**src/rtl/dma_pkg.sv**
```systemverilog
// Shared types and constants for the dma_m AXI4 copy engine.
// Also supplies the `AXI_* width defines when the surrounding build has not.

`ifndef AXI_ADDR_BITS
`define AXI_ADDR_BITS 32
`endif
`ifndef AXI_DATA_BITS
`define AXI_DATA_BITS 32
`endif
`ifndef AXI_STRB_BITS
`define AXI_STRB_BITS 4
`endif
`ifndef AXI_ID_BITS
`define AXI_ID_BITS 4
`endif
`ifndef AXI_LEN_BITS
`define AXI_LEN_BITS 8
`endif
`ifndef AXI_SIZE_BITS
`define AXI_SIZE_BITS 3
`endif
`ifndef AXI_BURST_BITS
`define AXI_BURST_BITS 2
`endif
`ifndef AXI_RESP_BITS
`define AXI_RESP_BITS 2
`endif

package dma_pkg;

    typedef enum logic [2:0] {
        ST_IDLE,
        ST_AR,
        ST_R,
        ST_AW,
        ST_W,
        ST_B,
        ST_FIN
    } dma_m_state_e;

    localparam logic [2:0] AXI_SIZE_WORD  = 3'b010;
    localparam logic [1:0] AXI_BURST_INCR = 2'b01;
    localparam logic [1:0] AXI_RESP_OKAY  = 2'b00;

    localparam int DMA_4K_WORDS = 1024;

    // Beats for the next burst: limited by words remaining, buffer depth and
    // the distance of either address to its next 4 KB page.
    function automatic logic [4:0] dma_calc_beats(
        input logic [15:0] rem,
        input logic [9:0]  src_word,
        input logic [9:0]  dst_word,
        input logic [4:0]  depth
    );
        logic [16:0] b;
        logic [16:0] s_room;
        logic [16:0] d_room;
        b      = {1'b0, rem};
        s_room = 17'(DMA_4K_WORDS) - {7'd0, src_word};
        d_room = 17'(DMA_4K_WORDS) - {7'd0, dst_word};
        if ({12'd0, depth} < b) b = {12'd0, depth};
        if (s_room < b) b = s_room;
        if (d_room < b) b = d_room;
        return 5'(b);
    endfunction

endpackage

```
**src/rtl/dma_m_buf.sv**
```systemverilog
// Burst buffer for dma_m: DEPTH x data-width register file,
// one synchronous write port and one asynchronous read port.

module dma_m_buf
    import dma_pkg::*;
#(
    parameter int DEPTH = 16,
    parameter int IDX_W = 4
) (
    input  logic                      ACLK,
    input  logic                      we,
    input  logic [IDX_W-1:0]          waddr,
    input  logic [`AXI_DATA_BITS-1:0] wdata,
    input  logic [IDX_W-1:0]          raddr,
    output logic [`AXI_DATA_BITS-1:0] rdata
);

    logic [`AXI_DATA_BITS-1:0] mem [DEPTH];

    // Write one read-data beat into its slot.
    always_ff @(posedge ACLK) begin
        if (we && (int'(waddr) < DEPTH)) begin
            mem[waddr] <= wdata;
        end
    end

    assign rdata = (int'(raddr) < DEPTH) ? mem[raddr] : '0;

endmodule

```
**src/rtl/dma_m.sv**
```systemverilog
// dma_m: AXI4 master copy engine. Reads INCR bursts from src, buffers them,
// writes them to dst, repeats until word_cnt words are moved, pulses done.
// Optional feature macro: DMA_M_RESP_CHECK_EN (adds the err port and
// aborts the copy on a non-OKAY read or write response).
//
// state    | meaning
// ---------+-------------------------------------------------------------
// ST_IDLE  | waiting for start
// ST_AR    | read address presented, waiting for ARREADY_M
// ST_R     | accepting read beats into the buffer until RLAST_M
// ST_AW    | write address presented, waiting for AWREADY_M
// ST_W     | streaming buffer out on W until the last beat is accepted
// ST_B     | waiting for the write response, then next burst or finish
// ST_FIN   | done pulse, back to idle

module dma_m
    import dma_pkg::*;
#(
    parameter int                      BUF_DEPTH = 16,
    parameter logic [`AXI_ID_BITS-1:0] M_ID      = 4'd0
) (
    input  logic                       ACLK,
    input  logic                       ARESET,
    input  logic                       start,
    input  logic [`AXI_ADDR_BITS-1:0]  src_addr,
    input  logic [`AXI_ADDR_BITS-1:0]  dst_addr,
    input  logic [15:0]                word_cnt,
    output logic                       busy,
    output logic                       done,
`ifdef DMA_M_RESP_CHECK_EN
    output logic                       err,
`endif
    output logic [`AXI_ID_BITS-1:0]    ARID_M,
    output logic [`AXI_ADDR_BITS-1:0]  ARADDR_M,
    output logic [`AXI_LEN_BITS-1:0]   ARLEN_M,
    output logic [`AXI_SIZE_BITS-1:0]  ARSIZE_M,
    output logic [`AXI_BURST_BITS-1:0] ARBURST_M,
    output logic                       ARVALID_M,
    input  logic                       ARREADY_M,
    input  logic [`AXI_ID_BITS-1:0]    RID_M,
    input  logic [`AXI_DATA_BITS-1:0]  RDATA_M,
    input  logic [`AXI_RESP_BITS-1:0]  RRESP_M,
    input  logic                       RLAST_M,
    input  logic                       RVALID_M,
    output logic                       RREADY_M,
    output logic [`AXI_ID_BITS-1:0]    AWID_M,
    output logic [`AXI_ADDR_BITS-1:0]  AWADDR_M,
    output logic [`AXI_LEN_BITS-1:0]   AWLEN_M,
    output logic [`AXI_SIZE_BITS-1:0]  AWSIZE_M,
    output logic [`AXI_BURST_BITS-1:0] AWBURST_M,
    output logic                       AWVALID_M,
    input  logic                       AWREADY_M,
    output logic [`AXI_DATA_BITS-1:0]  WDATA_M,
    output logic [`AXI_STRB_BITS-1:0]  WSTRB_M,
    output logic                       WLAST_M,
    output logic                       WVALID_M,
    input  logic                       WREADY_M,
    input  logic [`AXI_ID_BITS-1:0]    BID_M,
    input  logic [`AXI_RESP_BITS-1:0]  BRESP_M,
    input  logic                       BVALID_M,
    output logic                       BREADY_M
);

    localparam int IDX_W = (BUF_DEPTH > 1) ? $clog2(BUF_DEPTH) : 1;

    typedef logic [`AXI_ADDR_BITS-1:0] addr_t;
    typedef logic [`AXI_LEN_BITS-1:0]  len_t;
    typedef logic [IDX_W-1:0]          idx_t;

    dma_m_state_e state;
    addr_t        src;
    addr_t        dst;
    logic [15:0]  rem;
    logic [4:0]   beats;
    idx_t         ridx;
    idx_t         widx;
    logic         rerr;
    logic         err_q;

    logic [4:0]   start_beats;
    logic [4:0]   next_beats;
    addr_t        burst_bytes;
    addr_t        src_nxt;
    addr_t        dst_nxt;
    logic [15:0]  rem_nxt;
    addr_t        src_al;
    addr_t        dst_al;
    logic         r_bad;
    logic         b_bad;
    logic         w_last_beat;
    logic         buf_we;
    logic [`AXI_DATA_BITS-1:0] buf_rdata;
    logic         unused_sigs;

    assign src_al      = {src_addr[`AXI_ADDR_BITS-1:2], 2'b00};
    assign dst_al      = {dst_addr[`AXI_ADDR_BITS-1:2], 2'b00};
    assign burst_bytes = addr_t'({beats, 2'b00});
    assign src_nxt     = src + burst_bytes;
    assign dst_nxt     = dst + burst_bytes;
    assign rem_nxt     = rem - {11'd0, beats};
    assign start_beats = dma_calc_beats(word_cnt, src_al[11:2], dst_al[11:2], 5'(BUF_DEPTH));
    assign next_beats  = dma_calc_beats(rem_nxt, src_nxt[11:2], dst_nxt[11:2], 5'(BUF_DEPTH));
    assign w_last_beat = (5'(widx) == (beats - 5'd1));

`ifdef DMA_M_RESP_CHECK_EN
    assign r_bad = (RRESP_M != AXI_RESP_OKAY);
    assign b_bad = (BRESP_M != AXI_RESP_OKAY);
    assign err   = err_q;
`else
    assign r_bad = 1'b0;
    assign b_bad = 1'b0;
`endif

    // IDs are not tracked: the engine only ever has one transaction in flight.
    assign unused_sigs = ^{RID_M, BID_M, RRESP_M, BRESP_M,
                           src_addr[1:0], dst_addr[1:0], err_q};

    assign ARID_M  = M_ID;
    assign AWID_M  = M_ID;
    assign busy    = (state != ST_IDLE);
    assign buf_we  = (state == ST_R) && RVALID_M && RREADY_M;
    // W payload is forced to zero outside a burst so reset leaves it clean.
    assign WDATA_M = WVALID_M ? buf_rdata : '0;
    assign WSTRB_M = WVALID_M ? '1 : '0;
    assign WLAST_M = WVALID_M && w_last_beat;

    dma_m_buf #(
        .DEPTH (BUF_DEPTH),
        .IDX_W (IDX_W)
    ) u_buf (
        .ACLK  (ACLK),
        .we    (buf_we),
        .waddr (ridx),
        .wdata (RDATA_M),
        .raddr (widx),
        .rdata (buf_rdata)
    );

    // Sequencer: state, copy bookkeeping and all registered channel outputs.
    always_ff @(posedge ACLK) begin
        if (ARESET) begin
            state     <= ST_IDLE;
            src       <= '0;
            dst       <= '0;
            rem       <= '0;
            beats     <= '0;
            ridx      <= '0;
            widx      <= '0;
            rerr      <= 1'b0;
            err_q     <= 1'b0;
            done      <= 1'b0;
            ARADDR_M  <= '0;
            ARLEN_M   <= '0;
            ARSIZE_M  <= '0;
            ARBURST_M <= '0;
            ARVALID_M <= 1'b0;
            RREADY_M  <= 1'b0;
            AWADDR_M  <= '0;
            AWLEN_M   <= '0;
            AWSIZE_M  <= '0;
            AWBURST_M <= '0;
            AWVALID_M <= 1'b0;
            WVALID_M  <= 1'b0;
            BREADY_M  <= 1'b0;
        end else begin
            case (state)
                ST_IDLE: begin
                    if (start) begin
                        err_q <= 1'b0;
                        rerr  <= 1'b0;
                        if (word_cnt == 16'd0) begin
                            done  <= 1'b1;
                            state <= ST_FIN;
                        end else begin
                            src       <= src_al;
                            dst       <= dst_al;
                            rem       <= word_cnt;
                            beats     <= start_beats;
                            ridx      <= '0;
                            widx      <= '0;
                            ARADDR_M  <= src_al;
                            ARLEN_M   <= len_t'(start_beats - 5'd1);
                            ARSIZE_M  <= AXI_SIZE_WORD;
                            ARBURST_M <= AXI_BURST_INCR;
                            ARVALID_M <= 1'b1;
                            state     <= ST_AR;
                        end
                    end
                end
                ST_AR: begin
                    if (ARREADY_M) begin
                        ARVALID_M <= 1'b0;
                        RREADY_M  <= 1'b1;
                        state     <= ST_R;
                    end
                end
                ST_R: begin
                    if (RVALID_M) begin
                        ridx <= ridx + idx_t'(1);
                        if (r_bad) begin
                            rerr  <= 1'b1;
                            err_q <= 1'b1;
                        end
                        if (RLAST_M) begin
                            RREADY_M <= 1'b0;
                            if (rerr || r_bad) begin
                                done  <= 1'b1;
                                state <= ST_FIN;
                            end else begin
                                AWADDR_M  <= dst;
                                AWLEN_M   <= ARLEN_M;
                                AWSIZE_M  <= AXI_SIZE_WORD;
                                AWBURST_M <= AXI_BURST_INCR;
                                AWVALID_M <= 1'b1;
                                state     <= ST_AW;
                            end
                        end
                    end
                end
                ST_AW: begin
                    if (AWREADY_M) begin
                        AWVALID_M <= 1'b0;
                        WVALID_M  <= 1'b1;
                        widx      <= '0;
                        state     <= ST_W;
                    end
                end
                ST_W: begin
                    if (WREADY_M) begin
                        if (w_last_beat) begin
                            WVALID_M <= 1'b0;
                            BREADY_M <= 1'b1;
                            state    <= ST_B;
                        end else begin
                            widx <= widx + idx_t'(1);
                        end
                    end
                end
                ST_B: begin
                    if (BVALID_M) begin
                        BREADY_M <= 1'b0;
                        src      <= src_nxt;
                        dst      <= dst_nxt;
                        rem      <= rem_nxt;
                        if (b_bad) begin
                            err_q <= 1'b1;
                            done  <= 1'b1;
                            state <= ST_FIN;
                        end else if (rem_nxt == 16'd0) begin
                            done  <= 1'b1;
                            state <= ST_FIN;
                        end else begin
                            beats     <= next_beats;
                            ridx      <= '0;
                            ARADDR_M  <= src_nxt;
                            ARLEN_M   <= len_t'(next_beats - 5'd1);
                            ARVALID_M <= 1'b1;
                            state     <= ST_AR;
                        end
                    end
                end
                ST_FIN: begin
                    done  <= 1'b0;
                    state <= ST_IDLE;
                end
                default: begin
                    state <= ST_IDLE;
                end
            endcase
        end
    end

endmodule

```
**config.mk**
```make
export PLATFORM = sky130hd
export DESIGN_NAME = dma_m
export DESIGN_NICKNAME = d
export VERILOG_FILES = /design/src/rtl/dma_pkg.sv /design/src/rtl/dma_m_buf.sv /design/src/rtl/dma_m.sv
export SDC_FILE = /design/constraint.sdc
export NUM_CORES = 1
export LEC_CHECK = 0
export CAP_MARGIN = 40
export CORE_UTILIZATION = 52
export DETAILED_ROUTE_END_ITERATION = 10
export GPL_ROUTABILITY_DRIVEN = 0
export PLACE_DENSITY_LB_ADDON = 0.3
export SETUP_SLACK_MARGIN = 0.02
export SLEW_MARGIN = 20
export SYNTH_ARGS = -nofsm -noshare
export SYNTH_HDL_FRONTEND = slang
export SYNTH_SLANG_ARGS = --single-unit
```
**constraint.sdc**
```tcl
create_clock -name ACLK -period 7 [get_ports ACLK]
set_input_delay 1.4 -clock ACLK [delete_from_list [all_inputs] [get_ports ACLK]]
set_output_delay 1.4 -clock ACLK [all_outputs]
set_load 0.01 [all_outputs]
```
Yosys cells after proc, flatten, opt, wreduce, memory -nomap -nowiden. Memory sizes are Yosys's and may differ from the RTL's. A register that Yosys moved wholly into a read port is not among the register bits. Index checks and enable logic that the tools add are counted.

Output and inout port bits: 142. Logic and storage cells: 174. Flip-flop bits (word level): 184. RAM bits: 512. Bits of input ports: 133. Memories kept: 1.

Magnitude comparators: 6. Reduce and logical (&&, ||, !) cells: 29. $add $sub $neg: 12. Equal/unequal tests: 20. Multiplexer cells: 85. Bitwise logic cells: 2.

Memories: u_buf.mem (depth 16, bits a word 32, rd ports 1, clocked after Yosys merged registers in 1, wr ports 1, RTL line dma_m_buf.sv:18) `` logic [`AXI_DATA_BITS-1:0] mem [DEPTH]; ``.

Operator list (number): 32-bit 2-to-1 mux (9); 32-bit one-hot mux with 2 select lines (3); 16-bit 2-to-1 mux (5); 17-bit < comparator (4); 32-bit by 7-bit adder with 32-bit output (2); 11-bit by 10-bit subtractor with 12-bit output (first input constant) (4); 4-bit 2-to-1 mux (11); 17-bit 2-to-1 mux (2); 16-bit zero test (2); 5-bit by 16-bit < comparator with 1-bit output (first input constant) (2); 8-bit 2-to-1 mux (4); 16-bit one-hot mux with 2 select lines (1); 3-bit 2-to-1 mux (10); 5-bit 2-to-1 mux (6); 2-bit != test (second input constant) (13); 4-bit one-hot mux with 3 select lines (2); 1-bit 2-to-1 mux (23); 4-bit AND reduction (5); 3-bit one-hot mux with 6 select lines (1); 6-bit AND reduction (3); 8-bit one-hot mux with 2 select lines (1); 8-bit AND reduction (2); 16-bit by 5-bit subtractor with 16-bit output (1); 3-bit nonzero test (4); other kinds (17) (34).

Depth between registers and ports, before layout.
Depth after elaboration: 11. Depth in mapped cells: 35. Mapped depth without buffers: 35.

Modules after synthesis. A second synthesis with hierarchy kept.

Cells, all modules: 2367. Area, all modules: 30734.5 um2.

Modules (own cells, without submodules): dma_m_buf (area each 19213.4 um2, cells an instance 806, times used 1, seq. area each 15374.7 um2); dma_m (area each 11521.0 um2, cells an instance 1561, times used 1, seq. area each 3523.4 um2).

Least setup slack after synthesis. OpenSTA, ideal clock, no wires.

Kind: flip-flop to flip-flop. From: reg beats[0]. To: reg ARLEN_M[2]. Arrival time: 6.504 ns. Data required time: 6.930 ns. Setup slack: 0.425 ns. Buffers on the path: 0. Library setup time: 0.070 ns. Stages on the path, launching flop included: 35. Period minus slack after synthesis: 6.575 ns. Cells stage by stage: dfxtp_1 > ha_1 > inv_1 > fa_1 > nor2b_1 > o21a_1 > o21ai_0 > nand2_1 > nand2_1 > xor2_1 > nor4b_1 > nand2_1 > nor3_1 > xor2_1 > ha_1 > a211oi_2 > o211ai_1 > nor3_1 > nand4_1 > nand2_1 > nand2_1 > ha_1 > a211oi_1 > nor2_1 > or2_2 > a211oi_1 > nand2_1 > or4_1 > and4_4 > or3_4 > inv_1 > ha_1 > xor2_1 > nand2_1 > a21oi_1.

Cells in the longest elaborated chain, start to end: 11. Elaborated cells between the ends (all ways): 18. Classes of those cells: 6 x add/sub; 3 x order compare; 1 x eq/ne; 6 x mux; 2 x reduce/logical.

RTL lines: start, declared (RTL line dma_m.sv:74) `logic [4:0] beats;`; start signal, assigned (RTL line dma_m.sv:178) `beats <= start_beats;`; start signal, assigned (RTL line dma_m.sv:253) `beats <= next_beats;`; 16-bit by 5-bit subtractor with 16-bit output (RTL line dma_m.sv:100) `assign rem_nxt = rem - {11'd0, beats};`; 5-bit by 16-bit < comparator with 1-bit output (RTL line dma_pkg.sv:61) `if ({12'd0, depth} < b) b = {12'd0, depth};`; 16-bit 2-to-1 mux (RTL line dma_pkg.sv:61); 17-bit < comparator (RTL line dma_pkg.sv:62) `if (s_room < b) b = s_room;`; 17-bit 2-to-1 mux (RTL line dma_pkg.sv:62); 17-bit < comparator (RTL line dma_pkg.sv:63) `if (d_room < b) b = d_room;`; 5-bit 2-to-1 mux (RTL line dma_pkg.sv:63); 5-bit by 1-bit subtractor with 6-bit output (RTL line dma_m.sv:256) `ARLEN_M <= len_t'(next_beats - 5'd1);`; 8-bit 2-to-1 mux (RTL line dma_m.sv:249) `end else if (rem_nxt == 16'd0) begin`; 8-bit 2-to-1 mux (RTL line dma_m.sv:240) `if (BVALID_M) begin`; 8-bit one-hot mux with 2 select lines (RTL line dma_m.sv:166) `case (state)`; end signal, assigned (RTL line dma_m.sv:182) `ARLEN_M <= len_t'(start_beats - 5'd1);`; end signal, assigned (RTL line dma_m.sv:256); end, declared (RTL line dma_m.sv:35) `` output logic [`AXI_LEN_BITS-1:0] ARLEN_M, ``.

Parallel ways exist; a longest one is shown, timed or not. The select of a mux whose other input is x is not followed. A chain may end at the register's enable or synchronous reset.

Worst setup path after layout.
From: reg beats[2]. To: reg ARLEN_M[2].

Same word-level chain as after synthesis.

==> flow_metrics.tcl <==
set metrics [dict create \
    antenna_found_initial 4 \
    nets 2784 \
    layout-drive-gt1-share_pct 17.8 \
    place_ws_ps -227 \
    critPathCaptureType "flop" \
    die_h_um 245 \
    cp-startpoint "beats[2]$_SDFFE_PP0P_" \
    cts_tree "built" \
    slew-limit-headroom_pct 43.9 \
    cts_hold_buf 0 \
    die_w_um 245 \
    path_clk_slew_ps 60 \
    synth_most_common_cell "edfxtp_1" \
    arrival_ps 7270 \
    p_comb_share_pct 34.8 \
    peakVddDrop_v 0.000325 \
    fillerInstances 4156 \
    final_hold_viol_count 0 \
    drv_slew 0 \
    grt_use_total_pct 26.6 \
    r2r_cells 34 \
    yosysTopAreaCellShare_pct 49.9 \
    skew_ps 23.4 \
    synthFlopType "edfxtp_1" \
    period_needed_ps 6720 \
    rows 88 \
    regToRegEndpoint "ARLEN_M[2]$_SDFFE_PP0P_" \
    powerDensity_mw_per_mm2 368 \
    tightest_slew_ps 836 \
    io_buffers 242 \
    grt_pass1_wl_mm 121 \
    drt-total-wl_mm 80.5 \
    ys_types 84 \
    drv_cap 0 \
    hold_path_class "flop to flop" \
    max_stage_delay_ps 470 \
    io_pins 275 \
    crit_path_frequent_cell "buf_4" \
    vias 20700 \
    fmax_ghz 0.149 \
    setup_viol 0 \
    setup_ws_ps 283 \
    route.detailed.drc 0 \
    core_mm2 0.0581 \
    intPower_uw 8950 \
    crit_type "flop to flop" \
    place.detailed.hpwl_mm 48.3 \
    crit_slowest_cell "or4_4" \
    cts_max_level 3 \
    cp_max_fo 5 \
    power.switching_uw 4740 \
    seq_power_share_pct 36.4 \
    yosys_register_bits 692 \
    die_area_mm2 0.0602 \
    clockBufferDepth 3 \
    wire_per_inst_um 23.6 \
    synth_edf_count 512 \
    syn_inst 2287 \
    worstSkewPairLatency_ps 630 \
    synth_top_cell_by_area "edfxtp_1" \
    cts.sinks 692 \
    ys_seq_area_share_pct 61.6 \
    status "complete, no violations" \
    area_growth_pct 20.9 \
    synth_common_cells "edfxtp_1 (512), nand2_1 (283), dfxtp_1 (180)" \
    utilization_pct 64.0 \
    dr.pass1.iters 5 \
    synthArstFlopShare_pct 0 \
    crit_required_ps 7550 \
    worst-r2r-setup-slack_ps 280 \
    seq_area_mm2 0.0190 \
    r2r-start "beats[2]$_SDFFE_PP0P_" \
    p_sw_share_pct 34.6 \
    syn_avg_cell_area_um2 13.5 \
    synth_warnings 0 \
    leakage_uw 0.0123 \
    viasPerCell 6.08 \
    clockPowerShare_pct 28.8 \
    setup-tns-final_ps 0 \
    grt_remaining_overflow 0 \
    grt_max_degree 75 \
    start_util_pct 53.0 \
    netlist_area_mm2 0.0308 \
    synthTopCellsByArea "edfxtp_1 (50%), dfxtp_1 (12%), mux4_2 (12%)" \
    multi_input_area_mm2 0.0115 \
    drt_iter0_drc 1898 \
    holdPathEnd "AWADDR_M[7]$_SDFFE_PP0P_" \
    grt_pass1_vias 20500 \
    ant_nets 0 \
    numCtsBuffers 74 \
    hold_path_depth 2 \
    hold_start "AWADDR_M[7]$_SDFFE_PP0P_" \
    cts-root-buf "clkbuf_16" \
    fin_crit_sh_pct 96.0 \
    start_kind "flop" \
]
[critical path: cells and delay by family (launching register included)]
kind,cells,cell delay (ps)
buffers and inverters,6,920
adder cells (fa/ha/maj),4,920
AO/OA/AOI/OAI,11,1640
XOR/XNOR,1,130
flip-flops,1,330
AND/OR/NAND/NOR,12,2680
[registers in the layout, summed over array words and instances (netlist names), named ones only]
name,cells
ARADDR_M,32
ARLEN_M,6
ARSIZE_M,1
ARVALID_M,1
AWADDR_M,30
AWBURST_M,1
AWLEN_M,6
AWVALID_M,1
BREADY_M,1
RREADY_M,1
WVALID_M,1
beats,5
done,1
dst,30
rem,16
ridx,4
src,32
state,3
u_buf.mem,512
widx,4
[cell families after synthesis]
kind of cell	count (synthesis)	synth area share, %
flops	692	61.6
simple gates	681	10.2
compound gates	412	8.38
buf+inv	183	2.64
mux	169	12.0
xor+xnor	80	2.28
fa+ha+maj	68	2.84
other cells	2	0.0244
[layout make-up]
class	count	area share, %
repair buffers	340	8.63
clock buffers	86	5.29
flip-flops and latches	692	51.0
well taps	765	2.57
clock inverters	47	1.32
inverters	37	0.373
multi-input cells	1438	30.8
diodes	1	0.00672
[routing by layer]
metal	track usage, %	routed length [µm]
met1	34.9	32200
met2	43.9	39300
met3	5.26	6070
met4	10.1	2930
met5	0	40
[per-stage QoR]
stage	hold WS (ps)	instances	area, µm²	total power, µW
after floorplan	429	2313	30900	7790
after global placement	440	3254	34400	8980
after detailed placement	442	3257	34400	9160
after CTS	453	3390	36900	13100
after global routing	470	3406	37200	14300
final	451	3406	37200	13700
[worst max path at each step]
| stage | to | slack (ps) | cells after the start |
|---|---|---|---|
| floorplan | ARLEN_M[2]$_SDFFE_PP0P_ | 430 | 34 |
| finish | ARLEN_M[2]$_SDFFE_PP0P_ | 280 | 34 |
| detailed placement | ARLEN_M[4]$_SDFFE_PP0P_ | -230 | 25 |
| CTS | ARLEN_M[6]$_SDFFE_PP0P_ | 100 | 32 |
| global route | ARLEN_M[6]$_SDFFE_PP0P_ | -90 | 32 |
| global placement | ARLEN_M[4]$_SDFFE_PP0P_ | -120 | 26 |
[power by group through the flow]
| stage | Clock (µW) | Combinational, µW | Sequential (µW) |
|---|---|---|---|
| after floorplan | 0 | 2800 | 4990 |
| after global placement | 0 | 3940 | 5040 |
| after detailed placement | 0 | 4110 | 5060 |
| after CTS | 4000 | 4160 | 4970 |
| after global routing | 4140 | 5160 | 5020 |
| final | 3950 | 4760 | 4980 |
[layout by cell type, fill, tap and decap left out, types with 42 or more instances in the layout]
cell             count
a21oi_1            142
o21ai_0             92
dfxtp_1            175
ha_1                57
clkbuf_16           76
and2_1              42
edfxtp_1           512
nor2_1             149
nand2_1            278
clkdlybuf4s50_1    241
buf_4               92
mux4_2             160
[repair_timing]
item,4_1_cts,5_1_grt
endpoints found under the setup margin,1,11
buffers inserted,0,12
pin swaps,0,20
gates resized for setup,1,47
(Power assumes the default switching activity.)
